==> config.mk <==
export PLATFORM = sky130hd
export DESIGN_NAME = zacapa_word_matcher
export DESIGN_NICKNAME = d
export VERILOG_FILES = /design/src/rtl/zacapa_word_matcher.sv
export SDC_FILE = /design/constraint.sdc
export NUM_CORES = 1
export LEC_CHECK = 0
export BUFFER_PORTS_ARGS = -buffer_cell sky130_fd_sc_hd__clkbuf_2
export CORE_MARGIN = 1
export CORE_UTILIZATION = 45
export DETAILED_ROUTE_END_ITERATION = 8
export PLACE_DENSITY = 0.69
export SKIP_LAST_GASP = 1
export SYNTH_ARGS = -nofsm -noshare
export SYNTH_HDL_FRONTEND = slang
export SYNTH_SLANG_ARGS = --single-unit
==> constraint.sdc <==
create_clock -name clk -period 2.6 [get_ports clk]
set_input_delay 0.39 -clock clk [delete_from_list [all_inputs] [get_ports clk]]
set_output_delay 0.39 -clock clk [all_outputs]
set_load 0.05 [all_outputs]
==> src/rtl/zacapa_word_matcher.sv <==
// Recognises "Guatemala" (select class A) or "QQuetza" (class B) in an accepted byte stream, with KMP fallback on mismatch.
// Counts completed words and broken sequences, and asserts lock after two back-to-back clean matches.
module zacapa_word_matcher (
  input  logic       clk,
  input  logic       reset,
  input  logic [7:0] d_in,
  input  logic       valid,
  input  logic [1:0] select,
  output logic       match,
  output logic [3:0] index,
  output logic       locked,
  output logic [7:0] word_count,
  output logic [7:0] err_count
);

  logic       r_sel_b;
  logic [3:0] r_index;
  logic [1:0] r_run;
  logic       r_match;
  logic       r_locked;
  logic [7:0] r_word_cnt;
  logic [7:0] r_err_cnt;

  logic       w_sel_b;
  logic       w_sel_chg;
  logic [7:0] w_exp;
  logic       w_last;
  logic [3:0] w_fallback;
  logic [3:0] w_index_nxt;
  logic [1:0] w_run_nxt;
  logic       w_match_nxt;
  logic       w_locked_nxt;
  logic [7:0] w_word_cnt_nxt;
  logic [7:0] w_err_cnt_nxt;

  function automatic logic [7:0] word_byte(input logic sel_b, input logic [3:0] k);
    logic [7:0] b;
    b = 8'h00;
    if (sel_b) begin
      case (k)
        4'd0, 4'd1: b = 8'h51;
        4'd2:       b = 8'h75;
        4'd3:       b = 8'h65;
        4'd4:       b = 8'h74;
        4'd5:       b = 8'h7A;
        4'd6:       b = 8'h61;
        default:    b = 8'h00;
      endcase
    end else begin
      case (k)
        4'd0:       b = 8'h47;
        4'd1:       b = 8'h75;
        4'd2, 4'd6,
        4'd8:       b = 8'h61;
        4'd3:       b = 8'h74;
        4'd4:       b = 8'h65;
        4'd5:       b = 8'h6D;
        4'd7:       b = 8'h6C;
        default:    b = 8'h00;
      endcase
    end
    return b;
  endfunction

  function automatic logic [7:0] sat_inc(input logic [7:0] v);
    return (v == 8'hFF) ? v : v + 8'd1;
  endfunction

  // 00/11 and 01/10 select the same word, so only the XOR is tracked
  assign w_sel_b   = select[0] ^ select[1];
  assign w_sel_chg = (w_sel_b != r_sel_b);
  assign w_exp     = word_byte(r_sel_b, r_index);
  assign w_last    = (r_index == (r_sel_b ? 4'd6 : 4'd8));

  always_comb begin
    w_fallback = 4'd0;
    if (!r_sel_b) begin
      if (d_in == 8'h47) w_fallback = 4'd1;
    end else if (d_in == 8'h51) begin
      if (r_index == 4'd2)      w_fallback = 4'd2;
      else if (r_index >= 4'd3) w_fallback = 4'd1;
    end
  end

  always_ff @(posedge clk) begin
    r_sel_b <= w_sel_b;
    if (reset) begin
      r_index    <= 4'd0;
      r_run      <= 2'd0;
      r_match    <= 1'b0;
      r_locked   <= 1'b0;
      r_word_cnt <= 8'd0;
      r_err_cnt  <= 8'd0;
    end else begin
      r_index    <= w_index_nxt;
      r_run      <= w_run_nxt;
      r_match    <= w_match_nxt;
      r_locked   <= w_locked_nxt;
      r_word_cnt <= w_word_cnt_nxt;
      r_err_cnt  <= w_err_cnt_nxt;
    end
  end

  always_comb begin
    w_index_nxt    = r_index;
    w_run_nxt      = r_run;
    w_match_nxt    = 1'b0;
    w_locked_nxt   = r_locked;
    w_word_cnt_nxt = r_word_cnt;
    w_err_cnt_nxt  = r_err_cnt;
    if (w_sel_chg) begin
      w_index_nxt    = 4'd0;
      w_run_nxt      = 2'd0;
      w_locked_nxt   = 1'b0;
      w_word_cnt_nxt = 8'd0;
      w_err_cnt_nxt  = 8'd0;
    end else if (valid) begin
      if (d_in == w_exp) begin
        if (w_last) begin
          // run is cleared by any mismatch, so nonzero means the previous word ended cleanly
          w_match_nxt    = 1'b1;
          w_index_nxt    = 4'd0;
          w_word_cnt_nxt = sat_inc(r_word_cnt);
          w_run_nxt      = (r_run == 2'd3) ? r_run : r_run + 2'd1;
          w_locked_nxt   = (r_run != 2'd0);
        end else begin
          w_index_nxt = r_index + 4'd1;
        end
      end else begin
        w_index_nxt  = w_fallback;
        w_run_nxt    = 2'd0;
        w_locked_nxt = 1'b0;
        if (r_index != 4'd0) w_err_cnt_nxt = sat_inc(r_err_cnt);
      end
    end
  end

  always_comb begin
    match      = r_match;
    index      = r_index;
    locked     = r_locked;
    word_count = r_word_cnt;
    err_count  = r_err_cnt;
  end

endmodule
==> results.md <==
Run status:
- The run finished with clean final reports.

Synthesis:
- Synthesis produced between 200 and 250 cells.
- Yosys mapped the design onto 56 distinct sky130hd cell types.
- In the synthesized netlist the dominant register cell turns out to be sky130_fd_sc_hd__dfxtp_1.
- The proportion of synthesized flip-flops having asynchronous set or reset is 0.
- After synthesis the netlist holds a flip-flop and latch count of 32.
- The cell accounting for the most synthesized area is sky130_fd_sc_hd__dfxtp_1.
- After synthesis, the cell types taking the most area are sky130_fd_sc_hd__dfxtp_1 32%, sky130_fd_sc_hd__nor2_1 5.1%, sky130_fd_sc_hd__ha_1 5.0%.
- The dominant cell by count in the synthesized netlist is sky130_fd_sc_hd__dfxtp_1.
- For this run, the register share of the synthesized area comes to 0.323.
- The share of synthesized area in the top cell type comes to 0.323.
- The number of nets produced by synthesis is 262.
- The Yosys step of the flow raised 0 warnings.
- The synthesized area per cell is 8.23 sq um.
- The netlist area before placement is 1980 sq um.
- After synthesis, the most frequently instantiated cells are 32 x sky130_fd_sc_hd__dfxtp_1, 27 x sky130_fd_sc_hd__nor2_1, 15 x sky130_fd_sc_hd__a21oi_1, 15 x sky130_fd_sc_hd__nand2_1, 11 x sky130_fd_sc_hd__inv_1.
- Counting flops with a built-in enable in the synthesized netlist gives 0.

STA:
- For the final database, setup skew stands at ~6.5 ps.
- Setup violations remaining at the end of the flow were counted as 0.
- Headroom to the max-slew limit came out at 0.583.
- The minimum clock period is 2540 ps.
- Based on the critical path, the design can be clocked at up to 394 MHz.
- Setup repair after global routing could not meet its margin everywhere.
- The count of endpoints failing hold in the final timing report is 0.
- For the pin with the worst max-slew slack, the measured transition is 618 ps.
- The tightest hold path in the finished design has a slack of 315 ps.
- The final count of pins violating max slew is 0.
- The part of the cycle the worst path needs is 0.976.

Place:
- During placement, the flow inserted port buffers numbering 34.
- Once placement completed, the tool counted placed cells totaling roughly 340.
- The detailed-placement wirelength estimate is 3.88 mm.
- The final weighted congestion in routability-driven placement is 0.937.
- Once placement finished, the instance area stood at 2410 sq um.

Pwr:
- Summed over all cells, the static leakage comes to around 0.0010 uW.
- Across the VDD grid, the largest voltage drop is 0.000370 V.
- The cell area power density is 435 nW/um^2.

Critical path:
- The type of origin of the critical path is a flip-flop.
- The worst reg-to-reg path cell count is 11.
- In this run the register-to-register setup slack is 60 ps.
- Data on the critical path arrives at its endpoint at 2760 ps.
- For the worst setup path, the data required time is ~2800 ps.
- The worst register-to-register path begins at index[1].
- The worst setup path is captured at a flip-flop.
- In this run the critical register-to-register path is captured at word_count[5].
- The classification of the worst setup path is flip-flop to flip-flop.
- Along the worst path, the maximum fanout reaches 7.

Clock tree:
- The later-pin clock latency in the skew report is 280 ps.
- Clock tree synthesis inserted a total of 5 buffers.
- The maximum buffer depth of the clock tree is 2.
- TritonCTS built the clock tree.
- The clock root buffer master is sky130_fd_sc_hd__clkbuf_8.
- In this run, post-CTS hold repair placed 0 buffers.
- The CTS H-tree depth is 2.
- The total number of clock tree sinks is 32.
- After clock tree synthesis, the clock-pin slew on the worst setup and hold paths is 70 ps.

Detailed routing:
- Once detail routing completed, the nets flagged for antenna violations numbered 0.
- Using the TritonRoute via totals, the vias-per-cell ratio works out to 5.83.
- The DRC violation count after routing is 0.
- Wires add up to roughly 5.5 mm.
- The via total after detailed routing is 2,057.
- The number of DRC markers after the initial detailed-route iteration is approximately 140.
- Dividing the detail-routed wire length by the instance count gives approximately 16 um.
- The first detailed-routing pass ran for 4 iterations.

GRT:
- In the global route stage, overall resource usage came out at 0.247.
- For this run the aggregate overflow at the end of global routing stands at 0.
- Entering global routing, the biggest net connects 19 pins.
- The initial antenna violation count is 0.
- The first global-routing pass estimated 8.51 mm of wire.
- The number of global-route vias before repair is between 1,500 and 2,000.

Die:
- Row generation in the floorplan step produced 23 rows.
- The initial core utilization is 0.482.
- The floorplan core area is 4120 sq um.
- The die area is 4680 sq um.
- The die is 68.4 um tall.
- The die is 68.4 um wide.
- The number of ports placed on the die boundary is 35.

Run:
- The number of maximum-capacitance constraint violations is 0.

Final layout:
- Leaving out filler cells and counting taps, the final layout contains 353.
- In the final layout, the share of cells above drive strength 1 is 0.370.
- The layout overhead on the synthesized area is 37.6%.
- The number of nets at the end of the flow is around 320.
- The number of fill cells is 365.
- The antenna diode count is 0.
- The post-route cell area is 2730 sq um.

Hold path:
- The tightest min-delay check is of the input port to flip-flop type.
- Counting instances, the worst hold path has a depth of 2.
- For hold timing, the worst endpoint is r_sel_b.
- The launch point of the worst hold path is select[0].
[how the worst max path moves through the flow]
stage | from | end | depth (start not counted)
4_1_cts | index[0] | word_count[3] | 11
3_5_place_dp | index[0] | word_count[3] | 11
5_1_grt | index[3] | word_count[5] | 8
6_report | index[1] | word_count[5] | 11
2_1_floorplan | index[0] | flip-flop | 10
3_3_place_gp | index[0] | flip-flop | 11
[worst max-delay path, cell delays in order (launching register included)]
cell and delay, ps:
sky130_fd_sc_hd__dfxtp_4 380, sky130_fd_sc_hd__inv_4 90, sky130_fd_sc_hd__ha_4 180, sky130_fd_sc_hd__nor2_4 40, sky130_fd_sc_hd__buf_4 130, sky130_fd_sc_hd__a21oi_1 120, sky130_fd_sc_hd__a31oi_1 80, sky130_fd_sc_hd__a211o_4 390
sky130_fd_sc_hd__nor3_4 230, sky130_fd_sc_hd__nand4_4 170, sky130_fd_sc_hd__or4_4 550, sky130_fd_sc_hd__a21oi_2 120
[power by group]
part           switching [uW]  leakage (uW)  total (uW)  internal [uW]
registers                6.22      0.000261         500            494
logic                     119      0.000721         203           84.4
clock network             201     0.0000541         484            284
[layout by cell type, fill, tap and decap left out, types with 3 or more instances in the layout]
cell type / netlist / final
sky130_fd_sc_hd__dfxtp_1: 32 / 29
sky130_fd_sc_hd__ha_4: 0 / 4
sky130_fd_sc_hd__nor4_1: 6 / 4
sky130_fd_sc_hd__nor3_1: 10 / 6
sky130_fd_sc_hd__o21ai_0: 8 / 7
sky130_fd_sc_hd__nor2b_1: 6 / 6
sky130_fd_sc_hd__ha_1: 8 / 4
sky130_fd_sc_hd__nand2b_1: 6 / 5
sky130_fd_sc_hd__a31oi_1: 4 / 4
sky130_fd_sc_hd__nor3_2: 0 / 3
sky130_fd_sc_hd__o41ai_1: 4 / 3
sky130_fd_sc_hd__nor2_1: 27 / 24
sky130_fd_sc_hd__nor4b_1: 4 / 4
sky130_fd_sc_hd__nand4_1: 7 / 7
sky130_fd_sc_hd__buf_4: 1 / 27
sky130_fd_sc_hd__xnor2_1: 10 / 10
sky130_fd_sc_hd__a21oi_1: 15 / 14
sky130_fd_sc_hd__clkbuf_2: 0 / 34
sky130_fd_sc_hd__nand3_1: 9 / 8
sky130_fd_sc_hd__o211ai_1: 4 / 4
sky130_fd_sc_hd__nand2_1: 15 / 14
sky130_fd_sc_hd__xor2_1: 4 / 4
sky130_fd_sc_hd__clkbuf_8: 0 / 5
sky130_fd_sc_hd__inv_1: 11 / 9
[cell families after synthesis]
family          count (synthesis)  synth area share
mux                             3            0.0164
buf+inv                        21            0.0517
simple gates                  107             0.298
fa+ha+maj                       8            0.0505
compound gates                 56             0.198
xor+xnor                       14            0.0618
flops                          32             0.323
[routing by layer]
metal | share of wire | global-route usage
met5 | 0 | 0
met4 | 0.014 | 0.0781
met3 | 0.042 | 0.0617
met2 | 0.49 | 0.406
met1 | 0.45 | 0.312
[cell type report]
| cell class | instances | area [sq um] | share of cell area |
|---|---|---|---|
| timing repair buffer | 64 | 415 | 0.152 |
| tap | 50 | 62.6 | 0.0229 |
| clock inverter | 3 | 42.5 | 0.0156 |
| sequential | 32 | 649 | 0.238 |
| clock buffer | 5 | 68.8 | 0.0252 |
| inverter | 11 | 48.8 | 0.0179 |
| multi-input combinational | 188 | 1440 | 0.528 |
[what timing repair did]
| action | CTS | global route |
|---|---|---|
| pin swaps | 2 | 15 |
| setup endpoints to repair | 9 | 20 |
| resized for setup | 8 | 28 |
| buffers inserted | 0 | 2 |
[metrics by stage]
stage	power (uW)	setup WS, ps	setup TNS, ps	util
6_report	1190	61.9	0	0.663
5_1_grt	1230	-32.1	-51.7	0.663
4_1_cts	1160	-19.0	-39.3	0.624
3_5_place_dp	679	-77.5	-258	0.585
3_3_place_gp	678	-28.6	-69.0	0.585
2_1_floorplan	612	39.4	0	-
No activity file was read; power rests on OpenSTA's default activity.
